--- src/rtl/seg_pkg.sv ---
// Shared constants for the seven-segment decoder: digit patterns (bit0=a .. bit6=g)
// and the settle/lock state encoding.
package seg_pkg;

  localparam logic [6:0] SEG_0     = 7'h3F;
  localparam logic [6:0] SEG_1     = 7'h06;
  localparam logic [6:0] SEG_2     = 7'h5B;
  localparam logic [6:0] SEG_3     = 7'h4F;
  localparam logic [6:0] SEG_4     = 7'h66;
  localparam logic [6:0] SEG_5     = 7'h6D;
  localparam logic [6:0] SEG_6     = 7'h7D;
  localparam logic [6:0] SEG_7     = 7'h07;
  localparam logic [6:0] SEG_8     = 7'h7F;
  localparam logic [6:0] SEG_9     = 7'h6F;
  localparam logic [6:0] SEG_BLANK = 7'h00;

  localparam logic [7:0] COUNT_MAX = 8'hFF;

  typedef enum logic {
    SETTLE = 1'b0,
    LOCKED = 1'b1
  } state_e;

endpackage : seg_pkg

--- src/rtl/seg7_lut.sv ---
// Pure combinational lookup from a 7-bit segment pattern to its digit value,
// with flags telling whether the pattern is a legal digit or all-dark.
module seg7_lut
  import seg_pkg::*;
(
  input  logic [6:0] pattern_i,
  output logic [3:0] value_o,
  output logic       is_digit_o,
  output logic       is_blank_o
);

  // Anything not listed is neither a digit nor blank; value is then don't-care (0).
  always_comb begin
    value_o    = 4'd0;
    is_digit_o = 1'b1;
    is_blank_o = 1'b0;
    case (pattern_i)
      SEG_0:     value_o = 4'd0;
      SEG_1:     value_o = 4'd1;
      SEG_2:     value_o = 4'd2;
      SEG_3:     value_o = 4'd3;
      SEG_4:     value_o = 4'd4;
      SEG_5:     value_o = 4'd5;
      SEG_6:     value_o = 4'd6;
      SEG_7:     value_o = 4'd7;
      SEG_8:     value_o = 4'd8;
      SEG_9:     value_o = 4'd9;
      SEG_BLANK: begin
        is_digit_o = 1'b0;
        is_blank_o = 1'b1;
      end
      default:   is_digit_o = 1'b0;
    endcase
  end

endmodule : seg7_lut

--- src/rtl/seg_decoder.sv ---
// Debounced seven-segment decoder: a pattern must be held for STABLE_CYCLES
// consecutive matching samples before it is decoded and reported.
module seg_decoder
  import seg_pkg::*;
#(
  parameter int unsigned STABLE_CYCLES = 3
) (
  input  logic       clk_2,
  input  logic       reset,
  input  logic [7:0] seg_in,
  output logic [3:0] digit,
  output logic       dp,
  output logic       digit_valid,
  output logic       blank,
  output logic       invalid,
  output logic       new_digit,
  output logic [7:0] accept_count
);

  localparam logic [3:0] CNT_SAT = 4'(STABLE_CYCLES);
  localparam logic [3:0] LOCK_AT = 4'(STABLE_CYCLES - 1);

  state_e     state_q, state_d;
  logic [7:0] s_q;
  logic [3:0] cnt_q, cnt_d;
  logic [3:0] digit_q, digit_d;
  logic       dp_q, dp_d;
  logic       valid_q, valid_d;
  logic       blank_q, blank_d;
  logic       invalid_q, invalid_d;
  logic       newDigit_q, newDigit_d;
  logic [7:0] acceptCount_q, acceptCount_d;

  logic       inputStable;
  logic [3:0] lutValue;
  logic       lutDigit;
  logic       lutBlank;

  assign inputStable = (seg_in == s_q);

  // Decoding s_q rather than seg_in is safe: on an accepting edge the two are equal.
  seg7_lut u_lut (
    .pattern_i  (s_q[6:0]),
    .value_o    (lutValue),
    .is_digit_o (lutDigit),
    .is_blank_o (lutBlank)
  );

  always_ff @(posedge clk_2) begin
    if (reset) begin
      state_q       <= SETTLE;
      s_q           <= 8'h00;
      cnt_q         <= 4'd0;
      digit_q       <= 4'd0;
      dp_q          <= 1'b0;
      valid_q       <= 1'b0;
      blank_q       <= 1'b0;
      invalid_q     <= 1'b0;
      newDigit_q    <= 1'b0;
      acceptCount_q <= 8'h00;
    end else begin
      state_q       <= state_d;
      s_q           <= seg_in;
      cnt_q         <= cnt_d;
      digit_q       <= digit_d;
      dp_q          <= dp_d;
      valid_q       <= valid_d;
      blank_q       <= blank_d;
      invalid_q     <= invalid_d;
      newDigit_q    <= newDigit_d;
      acceptCount_q <= acceptCount_d;
    end
  end

  // Any input change restarts settling; acceptance happens once per lock-in.
  always_comb begin
    state_d       = state_q;
    cnt_d         = cnt_q;
    digit_d       = digit_q;
    dp_d          = dp_q;
    valid_d       = valid_q;
    blank_d       = blank_q;
    invalid_d     = invalid_q;
    newDigit_d    = 1'b0;
    acceptCount_d = acceptCount_q;

    if (!inputStable) begin
      state_d = SETTLE;
      cnt_d   = 4'd0;
    end else begin
      if (cnt_q != CNT_SAT) begin
        cnt_d = cnt_q + 4'd1;
      end
      if (state_q == SETTLE && cnt_q == LOCK_AT) begin
        state_d    = LOCKED;
        newDigit_d = 1'b1;
        dp_d       = s_q[7];
        valid_d    = lutDigit;
        blank_d    = lutBlank;
        invalid_d  = !lutDigit && !lutBlank;
        if (lutDigit) begin
          digit_d = lutValue;
          if (acceptCount_q != COUNT_MAX) begin
            acceptCount_d = acceptCount_q + 8'd1;
          end
        end
      end
    end
  end

  assign digit        = digit_q;
  assign dp           = dp_q;
  assign digit_valid  = valid_q;
  assign blank        = blank_q;
  assign invalid      = invalid_q;
  assign new_digit    = newDigit_q;
  assign accept_count = acceptCount_q;

endmodule : seg_decoder

--- config.mk ---
export PLATFORM = sky130hd
export DESIGN_NAME = seg_decoder
export DESIGN_NICKNAME = d
export VERILOG_FILES = /design/src/rtl/seg_pkg.sv /design/src/rtl/seg7_lut.sv /design/src/rtl/seg_decoder.sv
export SDC_FILE = /design/constraint.sdc
export NUM_CORES = 1
export LEC_CHECK = 0
export CAP_MARGIN = 20
export CORE_ASPECT_RATIO = 1.1
export CORE_UTILIZATION = 40
export CTS_CLUSTER_SIZE = 40
export DETAILED_ROUTE_END_ITERATION = 6
export PLACE_DENSITY = 0.78
export SYNTH_ARGS = -nofsm -noshare
export SYNTH_HDL_FRONTEND = slang
export SYNTH_HIERARCHICAL = 1
export SYNTH_SLANG_ARGS = --single-unit
--- constraint.sdc ---
create_clock -name clk_2 -period 2.25 [get_ports clk_2]
set_input_delay 0.45 -clock clk_2 [delete_from_list [all_inputs] [get_ports clk_2]]
set_output_delay 0.45 -clock clk_2 [all_outputs]
set_load 0.03 [all_outputs]
==> results of run 1 <==
## cell usage after synthesis (4+ instances only)
master    count
mux2i_1       9
nor2b_1       9
nand3_1       4
xnor2_1      14
clkbuf_1      4
nor4_1        8
nor2_1       18
nor3_1        5
a21oi_1       4
inv_1         4
nand2_1      15
dfxtp_1      30
## timing repair
action / 4_1_cts / 5_1_grt
setup buffers: 0 / 1
resized for setup: 0 / 11
endpoints found under the setup margin: 0 / 12
## kinds of logic after synthesis
| family | count (synthesis) |
|---|---|
| flops | 30 |
| buf+inv | 9 |
| mux | 11 |
| fa+ha+maj | 3 |
| compound gates | 17 |
| xor+xnor | 16 |
| simple gates | 75 |
## stage by stage
step	util [%]	setup slack, ns	cell area (µm²)
after floorplan	-	0.05017	1473
after global placement	55.72	-0.03127	1902
after detailed placement	55.72	-0.06651	1902
after CTS	57.22	0.03604	1953
after global routing	58.61	-0.02481	2001
final	58.61	0.09651	2001
## path summary, 6_finish.rpt
check | slack (ns) | to | cells past startpoint | startpoint
worst max register to register | 0.1 | accept_count[5]$_SDFFE_PP0P_ | 9 | s_q[2]$_SDFF_PP0_
worst max-delay path | 0.1 | accept_count[5]$_SDFFE_PP0P_ | 9 | s_q[2]$_SDFF_PP0_
worst min register to register | 0.47 | dp$_SDFFE_PP0P_ | 2 | dp$_SDFFE_PP0P_
worst min-delay path | 0.47 | dp$_SDFFE_PP0P_ | 2 | dp$_SDFFE_PP0P_
## state kept, by name, indices dropped and copies added, names as in the netlist, 4 cells and up
register      flops
digit             4
accept_count      8
s_q               8
cnt_q             4
## power by group through the flow
stage | clock network (mW) | logic, mW | registers [mW]
final | 0.318 | 0.0938 | 0.551
after global routing | 0.341 | 0.101 | 0.553
after CTS | 0.324 | 0.0915 | 0.550
after detailed placement | 0 | 0.0908 | 0.562
after global placement | 0 | 0.0902 | 0.562
after floorplan | 0 | 0.0479 | 0.561
## critical path: cells and delay by family, from the launching register on
family | cells | cell delay, ns
buf+inv | 1 | 0.16
flops | 1 | 0.44
simple gates | 4 | 0.85
compound gates | 4 | 0.61
## layer usage
layer | track usage [%] | up-vias | share of wire (%)
met3 | 5.512 | 5 | 4.7
li1 | - | 661 | -
met5 | 0 | - | 0
met1 | 21.58 | 615 | 46
met2 | 28.33 | 32 | 48
met4 | 6.686 | 0 | 1.4
## layout make-up
| class | count | area (µm²) | area share (%) |
|---|---|---|---|
| inverter | 4 | 15.01 | 0.7505 |
| tap | 48 | 60.06 | 3.002 |
| multi-input combinational | 122 | 865.8 | 43.28 |
| timing repair buffer | 45 | 402.9 | 20.14 |
| sequential | 30 | 605.6 | 30.27 |
| clock buffer | 6 | 51.30 | 2.564 |
==> impl_metrics.env, run 1 <==
export IMPL_finalClockSkew_ns=0.007343
export IMPL_cts_made_buffers=5
export IMPL_ys_async_sr_fraction_pct=0
export IMPL_first_iter_violations=44
export IMPL_hold_violations=0
export IMPL_grt_pass1_wl_um=5154
export IMPL_min_period_ns=2.153
export IMPL_antenna_found_initial=0
export IMPL_clock_power_share_pct=33.0
export IMPL_grt_overflow_total=0
export IMPL_final_antenna_net_count=0
export IMPL_synth_area_leaders="dfxtp_1 (41%), xnor2_1 (8.3%), mux2i_1 (6.1%)"
export IMPL_wire_per_inst_um=12.80
export IMPL_drt_wl_total_um=3264
export IMPL_drc_errors=0
export IMPL_cts_buffer_depth=2
export IMPL_synth_ff_type="dfxtp_1"
export IMPL_die_w_um=59.85
export IMPL_crit_arrival_ns=2.38
export IMPL_startpoint_type="register"
export IMPL_layoutNonFillerInstCount=255
export IMPL_critPathKind="register to register"
export IMPL_p_sw_mw=0.2339
export IMPL_intPower_mw=0.7287
export IMPL_synth_seq_cells=30
export IMPL_worst_pin_slew_ns=0.4178
export IMPL_antennaDiodeCount=0
export IMPL_yosys_area_top_type_share_pct=40.78
export IMPL_n_fill_cell=318
export IMPL_dp_hpwl_um=2346
export IMPL_placedCellCount=248
export IMPL_switching_share_pct=24.30
export IMPL_synth_nets=174
export IMPL_ctsHoldBuffers=0
export IMPL_viasPerCell=5.149
export IMPL_worstSkewPairLatency_ns=0.33
export IMPL_seq_power_share_pct=57.3
export IMPL_coreArea_um2=3413
export IMPL_placement_rows=22
export IMPL_fin_setup_tns_ns=0
export IMPL_io_buffers=26
export IMPL_slew_headroom_pct=72.06
export IMPL_p_total_mw=0.9626
export IMPL_fin_crit_sh_pct=95.71
export IMPL_worstPathRequired_ns=2.47
export IMPL_fmax_mhz=464.4
export IMPL_io_pins=27
export IMPL_gr_usage_all_layers_pct=17.60
export IMPL_cts_reportedPaths_clkPinSlew_ns=0.09
export IMPL_max_cap_violations=0
export IMPL_grt_max_degree=12
export IMPL_combPwrFrac_pct=9.7
export IMPL_synth_edf_count=0
export IMPL_cts_htree_levels=2
export IMPL_synthMuxAreaShare_pct=7.647
export IMPL_crit_slowest_cell="dfxtp_1"
export IMPL_netlist_area_um2=1473
export IMPL_initial_core_util_pct=43.15
export IMPL_synth_area_leader_cell="dfxtp_1"
export IMPL_cp_end_kind="register"
export IMPL_ys_warnings_count=6
export IMPL_final_layout_size_suffix_gt1_share_pct=20.29
export IMPL_synth_top_family_by_area="simple AND/OR/NAND/NOR gates"
export IMPL_ys_seq_area_share_pct=40.78
export IMPL_power_leakage_nw=0.7243
export IMPL_vias=1313
export IMPL_final_cell_mix="dfxtp_1 (26), clkdlybuf4s50_1 (26), buf_4 (19)"
export IMPL_gp_congestion=0.8394
export IMPL_die_h_um=65.64
export IMPL_synth_compound_area_share_pct=8.411
export IMPL_dieArea_um2=3928
export IMPL_cpPeakStageDelay_ns=0.44
export IMPL_worstPathCellList="nand4_1, nor3b_2, a41o_1, a311o_1, nand2_2, nor4_4, buf_4, a21oi_1, a31o_2"
export IMPL_status="complete, no violations"
export IMPL_areaGrowthSynthToFinish_pct=35.85
export IMPL_avgSynthCellArea_um2=9.147
export IMPL_worstHoldPathType="register to register"
export IMPL_synth_xor_area_share_pct=9.516
export IMPL_clock_sinks=30
export IMPL_synth_fa_ha_area_share_pct=2.549
export IMPL_powerDensity_nw_per_um2=481.2
export IMPL_root_buffer="clkbuf_4"
export IMPL_synth_simple_area_share_pct=28.29
export IMPL_grt_pass1_vias=1197
export IMPL_cts_tree="built"
export IMPL_worstPathMaxFanout=5
export IMPL_hold_ws_ns=0.4701
export IMPL_dr_pass1_iters=4
export IMPL_synth_distinct_cells=38
export IMPL_setup_viol=0
export IMPL_peakVddDrop_mv=0.2068
export IMPL_final_nets=221
export IMPL_drv_slew=0
export IMPL_netlist_instances=161
Power figures use the tool's default switching activity.
==> inputs of run 2 (changes only) <==
--- a/config.mk
+++ b/config.mk
@@ -6,11 +6,14 @@
 export NUM_CORES = 1
 export LEC_CHECK = 0
 export CAP_MARGIN = 20
+export CELL_PAD_IN_SITES_DETAIL_PLACEMENT = 0
+export CELL_PAD_IN_SITES_GLOBAL_PLACEMENT = 2
 export CORE_ASPECT_RATIO = 1.1
-export CORE_UTILIZATION = 40
+export CORE_UTILIZATION = 28
 export CTS_CLUSTER_SIZE = 40
 export DETAILED_ROUTE_END_ITERATION = 6
-export PLACE_DENSITY = 0.78
+export GPL_TIMING_DRIVEN = 0
+export PLACE_DENSITY = 0.86
 export SYNTH_ARGS = -nofsm -noshare
 export SYNTH_HDL_FRONTEND = slang
 export SYNTH_HIERARCHICAL = 1
==> impl_metrics.env, run 2 (same netlist as run 1, synthesis figures left out) <==
export IMPL_status="finished with violations"
export IMPL_violations="DRC"
export IMPL_crit_buf_inv=1
export IMPL_hold_violations=0
export IMPL_dpl_worst_slack_ns=-0.3398
export IMPL_dieArea_um2=5554
export IMPL_worstSkewPairLatency_ns=0.28
export IMPL_placedCellCount=245
export IMPL_multi_input_area_um2=942.2
export IMPL_worstPathRequired_ns=2.46
export IMPL_worstPathCellList="buf_6, or2_1, mux2i_1, a41o_1, a311o_1, nand2_4, or4_1, a21oi_1"
export IMPL_r2r_cells=8
export IMPL_r2r_start="s_q[5]$_SDFF_PP0_"
export IMPL_die_h_um=78.06
export IMPL_n_fill_cell=518
export IMPL_antenna_found_initial=0
export IMPL_slew_headroom_pct=67.33
export IMPL_drc_errors=4
export IMPL_gr_usage_all_layers_pct=12.65
export IMPL_viasPerCell=4.966
export IMPL_grt_pass1_wl_um=5451
export IMPL_critPathKind="register to register"
export IMPL_io_buffers=26
export IMPL_grt_pass1_vias=1163
export IMPL_final_layout_size_suffix_gt1_share_pct=20.20
export IMPL_cts_reportedPaths_clkPinSlew_ns=0.07
export IMPL_crit_slowest_cell="or4_1"
export IMPL_clock_sinks=30
export IMPL_layoutNonFillerInstCount=261
export IMPL_coreArea_um2=5034
export IMPL_wire_per_inst_um=12.85
export IMPL_cts_buffer_depth=2
export IMPL_rrSetupSlack_ns=0.13
export IMPL_grt_setup_unrepaired="no"
export IMPL_cp_end_kind="register"
export IMPL_fin_ws_ns=0.1283
export IMPL_crit_arrival_ns=2.33
export IMPL_final_nets=215
export IMPL_cts_tree="built"
export IMPL_regArea_um2=608.1
export IMPL_finalClockSkew_ns=0.005041
export IMPL_antennaDiodeCount=0
export IMPL_fin_crit_sh_pct=94.30
export IMPL_placed_area_um2=1805
export IMPL_hold_ws_ns=0.4635
export IMPL_layout_commonest_cell="clkdlybuf4s50_1"
export IMPL_final_cell_mix="clkdlybuf4s50_1 (26), dfxtp_1 (24), nor2_1 (18)"
export IMPL_cts_htree_levels=2
export IMPL_drv_slew=0
export IMPL_r2r_end="accept_count[2]$_SDFFE_PP0P_"
export IMPL_startpoint_type="register"
export IMPL_worstPathMaxFanout=8
export IMPL_fmax_mhz=471.3
export IMPL_cp_depth=8
export IMPL_dp_hpwl_um=2346
export IMPL_areaGrowthSynthToFinish_pct=40.95
export IMPL_io_pins=27
export IMPL_powerDensity_nw_per_um2=532.1
export IMPL_grt_max_degree=11
export IMPL_root_buffer="clkbuf_8"
export IMPL_final_cell_area_um2=2076
export IMPL_cts_made_buffers=5
export IMPL_crit_end="accept_count[2]$_SDFFE_PP0P_"
export IMPL_vias=1296
export IMPL_power_leakage_nw=0.7402
export IMPL_die_w_um=71.15
export IMPL_final_antenna_net_count=0
export IMPL_cp_top_family="simple AND/OR/NAND/NOR gates"
export IMPL_max_cap_violations=0
export IMPL_cp_startpoint="s_q[5]$_SDFF_PP0_"
export IMPL_gp_congestion=0.7874
export IMPL_ctsHoldBuffers=0
export IMPL_first_iter_violations=59
export IMPL_grt_overflow_total=0
export IMPL_initial_core_util_pct=29.26
export IMPL_worst_pin_slew_ns=0.4901
export IMPL_min_period_ns=2.122
export IMPL_cpPeakStageDelay_ns=0.49
export IMPL_p_total_mw=1.104
export IMPL_placement_rows=27
export IMPL_peakVddDrop_mv=0.3060
export IMPL_drt_wl_total_um=3355
export IMPL_worstHoldPathType="register to register"
export IMPL_dr_pass1_iters=7
export IMPL_setup_viol=0
==> run 2: through the flow <==
stage	util, %	TNS [ns]
3_3_place_gp	35.87	-2.024
4_1_cts	39.17	0
2_1_floorplan	-	0
5_1_grt	41.24	0
6_report	41.24	0
3_5_place_dp	35.87	-2.128
==> run 2: worst reg2reg max path: stages (launching register included) <==
cell	delay, ns
dfxtp_2	0.33
buf_6	0.13
or2_1	0.25
mux2i_1	0.14
a41o_1	0.19
a311o_1	0.24
nand2_4	0.13
or4_1	0.49
a21oi_1	0.14
==> run 2: how the worst min path moves through the flow <==
stage	from	endpoint	slack [ns]	cells past startpoint
global placement	blank$_SDFFE_PP0P_	blank$_SDFFE_PP0P_	0.45	2
global route	digit_valid$_SDFFE_PP0P_	digit_valid$_SDFFE_PP0P_	0.49	2
CTS	dp$_SDFFE_PP0P_	dp$_SDFFE_PP0P_	0.47	2
floorplan	s_q[7]$_SDFF_PP0_	dp$_SDFFE_PP0P_	0.45	2
detailed placement	dp$_SDFFE_PP0P_	dp$_SDFFE_PP0P_	0.46	2
finish	digit_valid$_SDFFE_PP0P_	digit_valid$_SDFFE_PP0P_	0.46	2
==> run 2: report_power, final <==
| part | internal (mW) | total (mW) | switching, mW |
|---|---|---|---|
| clock network | 0.246 | 0.447 | 0.201 |
| registers | 0.540 | 0.555 | 0.0152 |
| logic | 0.0508 | 0.102 | 0.0511 |
| total | 0.837 | 1.10 | 0.267 |
==> run 2: area by class of cell <==
cell class              count  area share, %
plain buffers               5          1.266
clock buffers               7          4.159
clock inverters             1         0.2411
inverters                   4         0.7233
multi-input cells         122          45.39
flip-flops and latches     30          29.29
well taps                  58          3.496
repair buffers             34          15.43
==> run 2: timing repair <==
item,in CTS,in global routing
endpoints found under the hold margin,0,0
setup endpoints to repair,9,12
pin swaps,1,10
buffers inserted,1,7
resized for setup,12,12
==> run 2: metal layers <==
metal  share of wire (%)  track usage (%)
met5                   0                0
met3                 3.9            3.851
met1                  47            15.62
met4                0.80            4.400
met2                  48            20.76
